==> src/rtl/pc_branch_update.sv <==
// pc_branch_update: program-counter stage fed by the offset sign-extend/shift unit.
// Holds PC and computes PC+4 and the branch target. A taken transfer redirects
// fetch and is followed by exactly one squashed (FLUSH) slot. The PC freezes
// while memory asserts busywait, and a decision made in the stall-entry cycle
// is latched so that it is not lost.
// Optional build macro: PC_BRANCH_STATS_EN adds a saturating taken-transfer
// counter on o_taken_count (COUNT_W bits wide).
//
// state     | meaning
// ST_RUN    | normal fetch; PC advances to next on each non-stalled edge
// ST_WAIT   | memory stall; captured next PC held in r_pend until busywait drops
// ST_SQUASH | slot after a redirect; fetched instruction is discarded, FLUSH high
module pc_branch_update #(
  parameter logic [31:0] RESET_PC = 32'h0000_0000,
  parameter int          COUNT_W  = 16
) (
  input  logic                i_clk,
  input  logic                i_reset,
  input  logic                i_busywait,
  input  logic                i_jump,
  input  logic                i_beq,
  input  logic                i_bne,
  input  logic                i_zero,
  input  logic [31:0]         i_offset_ext,
  output logic [31:0]         o_pc,
  output logic [31:0]         o_pc_plus4,
`ifdef PC_BRANCH_STATS_EN
  output logic                o_flush,
  output logic [COUNT_W-1:0]  o_taken_count
`else
  output logic                o_flush
`endif
);

  typedef enum logic [1:0] {
    ST_RUN    = 2'd0,
    ST_WAIT   = 2'd1,
    ST_SQUASH = 2'd2
  } state_t;

  state_t      r_state;
  state_t      w_state_nxt;
  logic [31:0] r_pc;
  logic [31:0] w_pc_nxt;
  logic [31:0] r_pend;
  logic [31:0] w_pend_nxt;
  logic        r_pend_taken;
  logic        w_pend_taken_nxt;
  logic        r_flush;

  logic        w_taken;
  logic [31:0] w_pc_plus4;
  logic [31:0] w_target;
  logic [31:0] w_next;

  // Datapath: all arithmetic is mod 2^32, wrap-around is intentional.
  assign w_taken    = i_jump | (i_beq & i_zero) | (i_bne & ~i_zero);
  assign w_pc_plus4 = r_pc + 32'd4;
  assign w_target   = w_pc_plus4 + i_offset_ext;
  assign w_next     = w_taken ? w_target : w_pc_plus4;

  // State, PC, pending-target and FLUSH registers.
  always_ff @(posedge i_clk) begin
    if (i_reset) begin
      r_state      <= ST_RUN;
      r_pc         <= RESET_PC;
      r_pend       <= 32'd0;
      r_pend_taken <= 1'b0;
      r_flush      <= 1'b0;
    end else begin
      r_state      <= w_state_nxt;
      r_pc         <= w_pc_nxt;
      r_pend       <= w_pend_nxt;
      r_pend_taken <= w_pend_taken_nxt;
      r_flush      <= (w_state_nxt == ST_SQUASH);
    end
  end

  // Next-state and next-PC selection; everything holds unless a branch below moves it.
  always_comb begin
    w_state_nxt      = r_state;
    w_pc_nxt         = r_pc;
    w_pend_nxt       = r_pend;
    w_pend_taken_nxt = r_pend_taken;
    unique case (r_state)
      ST_RUN: begin
        if (i_busywait) begin
          w_pend_nxt       = w_next;
          w_pend_taken_nxt = w_taken;
          w_state_nxt      = ST_WAIT;
        end else begin
          w_pc_nxt    = w_next;
          w_state_nxt = w_taken ? ST_SQUASH : ST_RUN;
        end
      end
      ST_WAIT: begin
        if (!i_busywait) begin
          w_pc_nxt    = r_pend;
          w_state_nxt = r_pend_taken ? ST_SQUASH : ST_RUN;
        end
      end
      ST_SQUASH: begin
        // The squashed instruction's controls never redirect.
        if (!i_busywait) begin
          w_pc_nxt    = w_pc_plus4;
          w_state_nxt = ST_RUN;
        end
      end
      default: begin
        w_state_nxt = ST_RUN;
      end
    endcase
  end

  assign o_pc       = r_pc;
  assign o_pc_plus4 = w_pc_plus4;
  assign o_flush    = r_flush;

`ifdef PC_BRANCH_STATS_EN
  logic [COUNT_W-1:0] r_taken_count;
  logic               w_enter_squash;

  assign w_enter_squash = (w_state_nxt == ST_SQUASH) && (r_state != ST_SQUASH);

  // Saturating count of committed taken transfers (entries into SQUASH).
  always_ff @(posedge i_clk) begin
    if (i_reset) begin
      r_taken_count <= '0;
    end else if (w_enter_squash && (r_taken_count != {COUNT_W{1'b1}})) begin
      r_taken_count <= r_taken_count + 1'b1;
    end
  end

  assign o_taken_count = r_taken_count;
`endif

endmodule
==> config.mk <==
export PLATFORM = sky130hd
export DESIGN_NAME = pc_branch_update
export DESIGN_NICKNAME = d
export VERILOG_FILES = /design/src/rtl/pc_branch_update.sv
export SDC_FILE = /design/constraint.sdc
export NUM_CORES = 1
export LEC_CHECK = 0
export ABC_CLOCK_PERIOD_IN_PS = 5100
export BUFFER_PORTS_ARGS = -buffer_cell sky130_fd_sc_hd__buf_2
export CAP_MARGIN = 25
export CORE_AREA = 2 2 141 143
export DETAILED_ROUTE_END_ITERATION = 10
export DIE_AREA = 0 0 143 145
export PLACE_DENSITY_LB_ADDON = 0.08
export SYNTH_ARGS = -nofsm -noshare
export SYNTH_HDL_FRONTEND = slang
export SYNTH_SLANG_ARGS = --single-unit
==> constraint.sdc <==
create_clock -name i_clk -period 5.1 [get_ports i_clk]
set_clock_uncertainty 0.1 [all_clocks]
set_input_delay 1.02 -clock i_clk [delete_from_list [all_inputs] [get_ports i_clk]]
set_output_delay 1.02 -clock i_clk [all_outputs]
set_load 0.01 [all_outputs]
---- After elaboration in Yosys (flattened, before gate mapping) ----
Index checks and enable logic that the tools add are counted.
word-level totals
  register bits ........................... 68
  logic and storage cells ................. 33
cells by class
  add/subtract/negate cells ............... 2
  eq/ne operators ......................... 6
  muxes and demuxes ....................... 11
  bitwise operators ....................... 5
  reduce and logical (&&, ||, !) cells .... 4
operator list
  operator                                              count
  two-way mux 32 bit                                    4
  one-hot mux 32 bit (3 select lines)                   1
  adder 32 x 3 -> 32 bit (second input constant)        1
  adder 32 bit                                          1
  two-way mux 2 bit                                     5
  != test 2 bit (second input constant)                 3
  one-hot mux 2 bit (3 select lines)                    1
  equality test 2 bit (second input constant)           2
  AND reduction 4 bit                                   1
  nonzero test 3 bit                                    1
  AND 1 bit                                             2
  equality test 2 x 1 -> 1 bit (second input constant)  1
  logical NOT 2 bit                                     1
  OR 1 bit                                              2
  AND reduction 2 bit                                   1
  NOT 1 bit                                             1

---- Logic depth before layout (Yosys ltp) ----
Gate-level depths: netlist of the first run.
  depth in word-level cells ............... 7
  depth in mapped cells ................... 16
  mapped depth without buffers ............ 14

---- Worst setup path after synthesis of the first run ----
Ideal clock, no wire load.
  path kind ............................... register to register
  from .................................... register r_pc[2], in the netlist o_pc[2]
  to ...................................... register r_pc[31], in the netlist o_pc[31]
  library setup time ...................... 101 ps
  arrival time ............................ 3907 ps
  data required time ...................... 4899 ps
  slack ................................... 992 ps
  cell stages (with the launch flop) ...... 14
  clock period less this slack ............ 4108 ps
  cell sequence ........................... dfxtp_1 -> ha_1 -> inv_1 -> or4_4 -> or3_1 -> xnor2_1 -> ha_1 -> nand2_1 -> or4_1 -> o211a_1 -> o32ai_1 -> nor4b_2 -> xnor2_1 -> o41ai_1
between the ends
  longest elaborated chain between the ends .. 5
  elaborated cells between the ends (all ways) .. 6
  classes of those cells .................. 2 x add/sub; 4 x mux
ends and longest elaborated chain
  element                              RTL line  source
  from (decl)                          43        logic [31:0] r_pc;
  from (signal assigned)               72        r_pc <= w_pc_nxt;
  adder 32 x 3 -> 32 bit               58        assign w_pc_plus4 = r_pc + 32'd4;
  net o_pc_plus4[14]                   26        output logic [31:0] o_pc_plus4,
  adder 32 bit                         59        assign w_target = w_pc_plus4 + i_offset_ext;
  two-way mux 32 bit                   60        assign w_next = w_taken ? w_target : w_pc_plus4;
  two-way mux 32 bit                   87        if (i_busywait) begin
  one-hot mux 32 bit (3 select lines)  85        unique case (r_state)
The timed path passes the listed nets, and every way through them passes these cells. The select of a mux whose other input is x is not followed.
A chain may end at the register's enable or synchronous reset.

---- Final worst setup path of the first run ----
  from .................................... register r_pc[2], in the netlist o_pc[2]
  to ...................................... register r_pc[30], in the netlist o_pc[30]
between the ends
  longest elaborated chain between the ends .. 5
  elaborated cells between the ends (all ways) .. 6
  classes of those cells .................. 2 x add/sub; 4 x mux
ends and longest elaborated chain
  element                                  RTL line
  adder 32 x 3 -> 32 bit (*)               58
  adder 32 bit                             59
  two-way mux 32 bit                       60
  two-way mux 32 bit                       87
  one-hot mux 32 bit (3 select lines) (*)  85
Every way passes the cells marked *; elsewhere a longest branch is shown, timed or not. The select of a mux whose other input is x is not followed.

==> results of run 1 <==
[synthesized netlist by cell type (4+ instances only)]
master    count  area [µm²]
buf_2         4        20.0
a31oi_1      10        62.6
nor3b_1       5        37.5
nor2_1       90         338
o211ai_1     11        82.6
o21bai_1      4        30.0
o21ai_0      44         220
mux2i_1       8        80.1
dfxtp_1      68        1360
nor2b_1       9        56.3
a21oi_1      51         255
nand3_1      19        95.1
inv_1        15        56.3
o22ai_1       4        25.0
a221oi_1     23         201
o21a_1       11        82.6
a311oi_1      5        43.8
and2_1        7        43.8
xor2_1       15         131
nand2_1      67         251
a21o_1       12        90.1
xnor2_1      37         324
ha_1         37         463
nor3_1       27         135
a211oi_1     25         188
o31ai_1       4        30.0
clkbuf_1     41         154
or3_1         4        25.0
nand2b_1      7        43.8
nand4_1      11        68.8
and3_1        5        31.3
a221o_1       9        90.1
[power groups by stage]
stage	Clock (mW)	Combinational [mW]	Sequential (mW)
after floorplan	0	0.702	0.698
after global placement	0	1.08	0.691
after detailed placement	0	1.08	0.695
after CTS	0.697	1.08	0.684
after global routing	0.724	1.19	0.694
final	0.684	1.09	0.685
[state kept, by name, indices dropped and copies added, names as in the netlist]
register      cells
o_pc             32
r_pend           32
r_state           2
o_flush           1
r_pend_taken      1
[worst max-delay path, stage by stage (launching register included)]
cell and delay, ps:
dfxtp_1 470, nand2_1 250, nor3_1 420, and3_1 260
nand3_1 100, xnor2_1 550, ha_1 450, a21o_1 210
a31oi_1 230, nand2_1 80, a2111o_1 400, a31oi_1 450
o21ai_0 220, xnor2_1 390, o22ai_1 150
[area by class of cell]
class,instances,area share [%]
Multi-Input combinational cell,609,59.8
Timing Repair Buffer,123,9.80
Clock inverter,5,1.11
Sequential cell,68,20.0
Inverter,15,0.829
Clock buffer,11,3.57
Tap cell,265,4.88
[worst min-delay path by stage]
stage / depth (start not counted) / endpoint / slack, ps / startpoint
5_1_grt: 2 / r_pend[7] / 380 / r_pend[7]
4_1_cts: 2 / r_pend[17] / 360 / r_pend[17]
6_report: 2 / r_pend[17] / 360 / r_pend[17]
3_3_place_gp: 2 / r_pend[7] / 350 / r_pend[7]
2_1_floorplan: 2 / r_pend[17] / 340 / r_pend[17]
3_5_place_dp: 2 / r_pend[17] / 350 / r_pend[17]
[cell families after synthesis]
logic type,Yosys count,synth area share (%)
AND/OR/NAND/NOR,270,23.4
AO/OA/AOI/OAI,237,28.6
flip-flops,68,24.0
buffers and inverters,66,4.72
XOR/XNOR,56,9.37
adder cells (fa/ha/maj),38,8.51
multiplexers,8,1.41
[metrics by stage]
step / cells / utilization, % / setup WS, ps
after floorplan: 743 / - / 992
after global placement: 1080 / 33.7 / 229
after detailed placement: 1080 / 33.7 / 250
after CTS: 1096 / 35.3 / 227
after global routing: 1096 / 35.4 / 51.2
final: 1096 / 35.4 / 224
[routing by layer]
| layer | GRT usage [%] | wire length, µm | up-vias |
|---|---|---|---|
| li1 | - | - | 2916 |
| met4 | 5.54 | 343 | 0 |
| met3 | 2.48 | 984 | 21 |
| met5 | 0 | 0 | - |
| met1 | 30.1 | 10700 | 2869 |
| met2 | 32.9 | 9790 | 179 |
==> results_dict.tcl, run 1 <==
set metrics [dict create \
    outcome "complete, no violations" \
    maxCapViolCount 0 \
    synth_ff_type "dfxtp_1" \
    final_area_mm2 0.00679 \
    ys_warn_count 0 \
    numCtsBuffers 9 \
    fp.dieW_um 143 \
    cts_setup_buffers 0 \
    rows 51 \
    synth_edf_count 0 \
    io_buffers 103 \
    leakage_nw 2.89 \
    final_cell_mix "buf_2 (103), nor2_1 (90), dfxtp_1 (68)" \
    drive_above_1_share_pct 18.9 \
    cp_max_fo 8 \
    tns_ps 0 \
    ant_nets 0 \
    cts_tree "built" \
    cp-start-kind "flip-flop" \
    fin_crit_sh_pct 95.6 \
    criticalPathCategory "reg2reg" \
    ctsHoldBuffers 0 \
    postSynthAreaPerCell_um2 7.64 \
    drt_wl_total_mm 21.8 \
    slew_viol_final 0 \
    hpwl_mm 16.1 \
    clkLatencyLatePin_ps 340 \
    seq_power_share_pct 27.9 \
    power_switching_mw 1.00 \
    die_h_um 145 \
    rsz0062_at_grt "no" \
    ys_async_sr_fraction_pct 0 \
    max_freq_ghz 0.205 \
    grt_pass1_vias 5831 \
    finalNetCount 903 \
    drt_pre_antenna_iters 5 \
    gr-usage-all-layers_pct 20.9 \
    via_per_inst 5.46 \
    vias 5985 \
    hold_viol 0 \
    routedWlPerCell_um 19.9 \
    grt_antenna_before_repair 0 \
    arrival_ps 4980 \
    root_buffer "clkbuf_16" \
    combinationalPowerShare_pct 44.3 \
    timing.reg2reg.setup_slack_ps 220 \
    power.density_mw_per_mm2 362 \
    p_clk_share_pct 27.8 \
    die-area_mm2 0.0207 \
    synth_nets 820 \
    crit_path_end "o_pc[30]" \
    h-tree-depth 3 \
    startpoint "o_pc[2]" \
    ir_worst_vdd_uv 171 \
    intPower_mw 1.46 \
    cts_buffer_depth 2 \
    syn_area_mm2 0.00568 \
    reg2reg_to "o_pc[30]" \
    synth.ff_latch_count 68 \
    area.growth.synth_to_final_pct 19.6 \
    grt_max_degree 67 \
    core_area_mm2 0.0192 \
    diodes 0 \
    ys_types 65 \
    ff_latch_area_mm2 0.00136 \
    ctsResizeCount 0 \
    final_common_cell "buf_2" \
    reg2reg_from "o_pc[2]" \
    grt_pass1_wl_mm 33.8 \
    ff2ff_path_depth 14 \
    worst_slew_pin_slew_ps 983 \
    drtIter0Drc 368 \
    hp-class "reg2reg" \
    period_needed_ps 4880 \
    start_util_pct 29.6 \
    power_switching_share_pct 40.7 \
    cp_data_required_time_ps 5200 \
    nFillCells 2046 \
    multi_input_area_mm2 0.00406 \
    crit_path_end_kind "flip-flop" \
    drc 0 \
    cts.sinks 68 \
    gp_congestion 0.880 \
    total_power_mw 2.46 \
    synthCells 743 \
    grt_overflow 0 \
    relSlewSlack_pct 34.5 \
    timing.hold.ws_ps 358 \
    setup-violations-final 0 \
    ios 104 \
    ys_seq_area_share_pct 24.0 \
    clk_pin_slew_ps 60 \
    place_area_mm2 0.00647 \
]
(Power assumes the default switching activity.)
==> run 2: changes to the inputs <==
- CORE_AREA: 2 2 141 143 -> 2 2 131 133
- DIE_AREA: 0 0 143 145 -> 0 0 133 135
==> run 2 against run 1 <==
Sequential power hardly changed. Critical endpoint is now o_pc[31]. Global-route usage grew 2.2 points. Sequential share of layout area increased by 0.40 points.
==> results_dict.tcl, run 2 (synthesized netlist as in run 1, its figures left out) <==
set metrics [dict create \
    outcome "complete, no violations" \
    grt_max_degree 38 \
    grt_pass1_vias 5671 \
    gr-usage-met3_pct 3.04 \
    start_util_pct 34.6 \
    cp-start-kind "flip-flop" \
    timing.reg2reg.setup_slack_ps 470 \
    cts_tree "built" \
    worstHoldStart "r_pend[7]" \
    h-tree-depth 3 \
    gr-usage-all-layers_pct 23.1 \
    ant_nets 0 \
    ios 104 \
    final_core_util_pct 40.6 \
    fp.dieW_um 133 \
    grt-busiest-layer "met2" \
    grt_pass1_wl_mm 32.6 \
    max_freq_ghz 0.216 \
    relSlewSlack_pct 28.6 \
    die-area_mm2 0.0180 \
    drt_wl_total_mm 20.8 \
    setup-violations-final 0 \
    met2_usage_pct 36.4 \
    diodes 0 \
    grt_overflow 0 \
    crit_path_end_kind "flip-flop" \
    leakage_nw 2.84 \
    drt_pre_antenna_iters 5 \
    rows 47 \
    grtUsageMet1_pct 33.1 \
    worst_slew_pin_slew_ps 1070 \
    arrival_ps 4750 \
    reg2reg_from "o_pc[2]" \
    cts_setup_buffers 0 \
    cts.sinks 68 \
    clk_pin_slew_ps 50 \
    vias 6042 \
    core_area_mm2 0.0164 \
    cts_buffer_depth 2 \
    grt_antenna_before_repair 0 \
    io_buffers 103 \
    slew_viol_final 0 \
    startpoint "o_pc[2]" \
    final_common_cell "buf_2" \
    criticalPathCategory "reg2reg" \
    root_buffer "clkbuf_16" \
    final_cell_mix "buf_2 (103), nor2_1 (90), dfxtp_1 (68)" \
    maxCapViolCount 0 \
    power.density_mw_per_mm2 350 \
    hold_viol 0 \
    ir_worst_vdd_uv 132 \
    tns_ps 0 \
    cp_data_required_time_ps 5230 \
    finalNetCount 900 \
    drive_above_1_share_pct 18.2 \
    period_needed_ps 4630 \
    hp-class "reg2reg" \
    clkLatencyLatePin_ps 330 \
    gp_congestion 0.889 \
    cp_max_fo 6 \
    ctsHoldBuffers 0 \
    die_h_um 135 \
    via_per_inst 5.77 \
    routedWlPerCell_um 19.8 \
    rsz0062_at_grt "no" \
    numCtsBuffers 9 \
    drtIter0Drc 411 \
    area.growth.synth_to_final_pct 17.3 \
    ctsResizeCount 0 \
    drc 0 \
    fin_crit_sh_pct 90.7 \
    hpwl_mm 15.4 \
]
run 2: cell types whose count changed in the layout (fill, tap and decap cells not counted), sizes merged:
cell	before	now
bufinv	2	0
clkbuf	11	14
buf	123	120
clkinv	3	2
run 2: metrics by stage:
stage | power (mW) | setup WS (ps) | std cells | hold WS, ps | cell area [µm²]
floorplan | 1.40 | 992 | 743 | 336 | 5680
CTS | 2.33 | 465 | 1048 | 355 | 6660
detailed placement | 1.76 | 487 | 1032 | 348 | 6390
global route | 2.48 | 40.0 | 1048 | 399 | 6660
finish | 2.33 | 473 | 1048 | 357 | 6660
global placement | 1.76 | 628 | 1032 | 345 | 6390
run 2: final cells by class:
| class | count | area (µm²) |
|---|---|---|
| Fill cell | 1751 | 9750 |
| Inverter | 15 | 56.3 |
| Clock buffer | 14 | 254 |
| Multi-Input combinational cell | 609 | 4060 |
| Timing Repair Buffer | 120 | 643 |
| Tap cell | 220 | 275 |
| Sequential cell | 68 | 1360 |
| Clock inverter | 2 | 10.0 |
run 2: path summary, 6_finish.rpt:
check	cells past startpoint	endpoint
hold / removal	2	r_pend[7]
setup / recovery	13	o_pc[31]
setup reg to reg	13	o_pc[31]
hold reg to reg	2	r_pend[7]
run 2: where the power goes:
| group | total, mW | switching [mW] | leakage, nW | internal, mW |
|---|---|---|---|---|
| clock | 0.573 | 0.231 | 0.131 | 0.342 |
| sequential | 0.688 | 0.0814 | 0.562 | 0.607 |
| combinational | 1.07 | 0.664 | 2.15 | 0.408 |
run 2: metal layers:
metal | wire (µm) | share of wire [%]
met1 | 9960 | 48
met2 | 9380 | 45
met3 | 1180 | 5.7
met4 | 261 | 1.3
met5 | 0 | 0
run 2: critical path, stage by stage (launching register included):
cell and delay (ps):
dfxtp_1 430, ha_1 270, inv_1 100, or4_4 540, or3_1 340, xnor2_1 410, ha_1 320, nand2_1 90
or4_1 540, o211a_1 320, o32ai_1 530, nor4b_2 110, xnor2_1 170, o41ai_1 240
==> run 3: changes to the inputs <==
- CORE_AREA: 2 2 131 133 -> 2 2 103 105
- DIE_AREA: 0 0 133 135 -> 0 0 105 107
==> run 3 against run 2 <==
Design area is 3.2% lower. Clock-buffer cell count did not move. Die area shrank 37%. Sequential share of layout area increased by 0.67 points. Via count up 1.3%. Largest cell class unchanged. Critical path depth rose by 1. Routed wire length shrank 11%. Clock power fell by 32%. Sequential cell count unchanged. Non-clock buffer count shrank 1. Critical path type unchanged. Sequential power barely moved. Final cell count fell by 8.1%.
==> results_dict.tcl, run 3 (synthesized netlist as in run 1, its figures left out) <==
set metrics [dict create \
    area.growth.synth_to_final_pct 13.6 \
    p_clk_share_pct 18.4 \
    cts_buffer_depth 2 \
    numCtsBuffers 9 \
    drt_pre_antenna_iters 5 \
    clkLatencyLatePin_ps 360 \
    vias 6121 \
    arrival_ps 4630 \
    outcome "complete, no violations" \
    hp-class "reg2reg" \
    ctsResizeCount 0 \
    h-tree-depth 3 \
    grt_max_degree 51 \
    gr-usage-all-layers_pct 32.4 \
    startpoint "o_pc[2]" \
    crit_path_end "r_pend[28]" \
    diodes 0 \
    power_switching_share_pct 43.7 \
    cts.sinks 68 \
    final_core_util_pct 63.9 \
    timing.reg2reg.setup_slack_ps 620 \
    seq_power_share_pct 32.2 \
    rsz0062_at_grt "no" \
    finalNetCount 899 \
    ctsHoldBuffers 0 \
    fin_crit_sh_pct 87.8 \
    grt_overflow 0 \
    root_buffer "clkbuf_8" \
    tns_ps 0 \
    hpwl_mm 13.6 \
    ant_nets 0 \
    combinationalPowerShare_pct 49.4 \
    whs_path_depth 2 \
    period_needed_ps 4480 \
    clk_pin_slew_ps 60 \
    via_per_inst 6.36 \
    ios 104 \
    start_util_pct 56.2 \
    max_freq_ghz 0.223 \
    final_cell_mix "buf_2 (103), nor2_1 (90), dfxtp_1 (68)" \
    setup-violations-final 0 \
    crit_path_end_kind "flip-flop" \
    drc 0 \
    maxCapViolCount 0 \
    leakage_nw 2.79 \
    slew_viol_final 0 \
    core_area_mm2 0.0101 \
    die_h_um 107 \
    cts_setup_buffers 0 \
    reg2reg_from "o_pc[2]" \
    grt_antenna_before_repair 0 \
    fp.dieW_um 105 \
    die-area_mm2 0.0112 \
    reg2reg_to "r_pend[28]" \
    power_switching_mw 0.931 \
    drt_wl_total_mm 18.4 \
    cp-start-kind "flip-flop" \
    ir_worst_vdd_uv 160 \
    place_area_mm2 0.00628 \
    power.density_mw_per_mm2 331 \
    gp_congestion 0.900 \
    io_buffers 103 \
    cp_max_fo 6 \
    rows 37 \
    routedWlPerCell_um 19.1 \
    hold_viol 0 \
    cts_tree "built" \
    worst_slew_pin_slew_ps 1050 \
    intPower_mw 1.20 \
    drive_above_1_share_pct 18.1 \
    criticalPathCategory "reg2reg" \
    grt_pass1_wl_mm 28.8 \
    final_area_mm2 0.00645 \
    relSlewSlack_pct 29.8 \
    cp_data_required_time_ps 5250 \
    final_common_cell "buf_2" \
    ff2ff_path_depth 14 \
    timing.hold.ws_ps 368 \
    grt_pass1_vias 5672 \
    drtIter0Drc 609 \
]
==> run 3: final cells by class <==
cell class                 count  area (µm²)
timing repair buffer         119         639
tap                          136         170
clock inverter                 2        10.0
sequential                    68        1360
clock buffer                  14         153
multi-input combinational    609        4060
fill                         955        3650
inverter                      15        56.3
==> run 3: power groups by stage <==
stage               logic, mW  registers (mW)  clock network, mW
global route             1.14           0.697              0.414
global placement         1.01           0.691                  0
detailed placement       1.03           0.696                  0
CTS                      1.03           0.685              0.392
floorplan               0.702           0.698                  0
finish                   1.05           0.687              0.392
==> run 3: metrics by stage <==
step                      worst slack [ps]  instances  power [mW]
final                                  624        963        2.13
after global routing                   242        963        2.26
after floorplan                        992        743        1.40
after global placement                 844        946        1.70
after CTS                              661        963        2.11
after detailed placement               715        947        1.72
==> run 3: worst max-delay path: stages (launching register included) <==
cell and delay (ps):
dfxtp_1 420, ha_1 260, inv_1 90, or4_4 540, or3_1 340, xnor2_1 370, ha_1 310, nand3_1 110
or3_1 360, a31oi_1 230, o21ai_0 190, a2111oi_0 480, or3_1 210, nand2_1 70, a2111oi_2 300
==> run 3: how the worst min path moves through the flow <==
stage	start	end	slack, ps
2_1_floorplan	r_pend[17]	r_pend[17]	340
3_3_place_gp	r_pend[17]	r_pend[17]	340
3_5_place_dp	r_pend[7]	r_pend[7]	350
4_1_cts	r_pend[7]	r_pend[7]	360
5_1_grt	r_pend[17]	r_pend[17]	390
6_report	r_pend[7]	r_pend[7]	370
==> run 3: routing by layer <==
metal  up-vias  GRT usage (%)  routed length [µm]
met3        23           4.50                1350
met4         0           14.3                 325
met2       281           51.0                8460
met5         -              0                   0
met1      2916           44.2                8310
li1       2901              -                   -
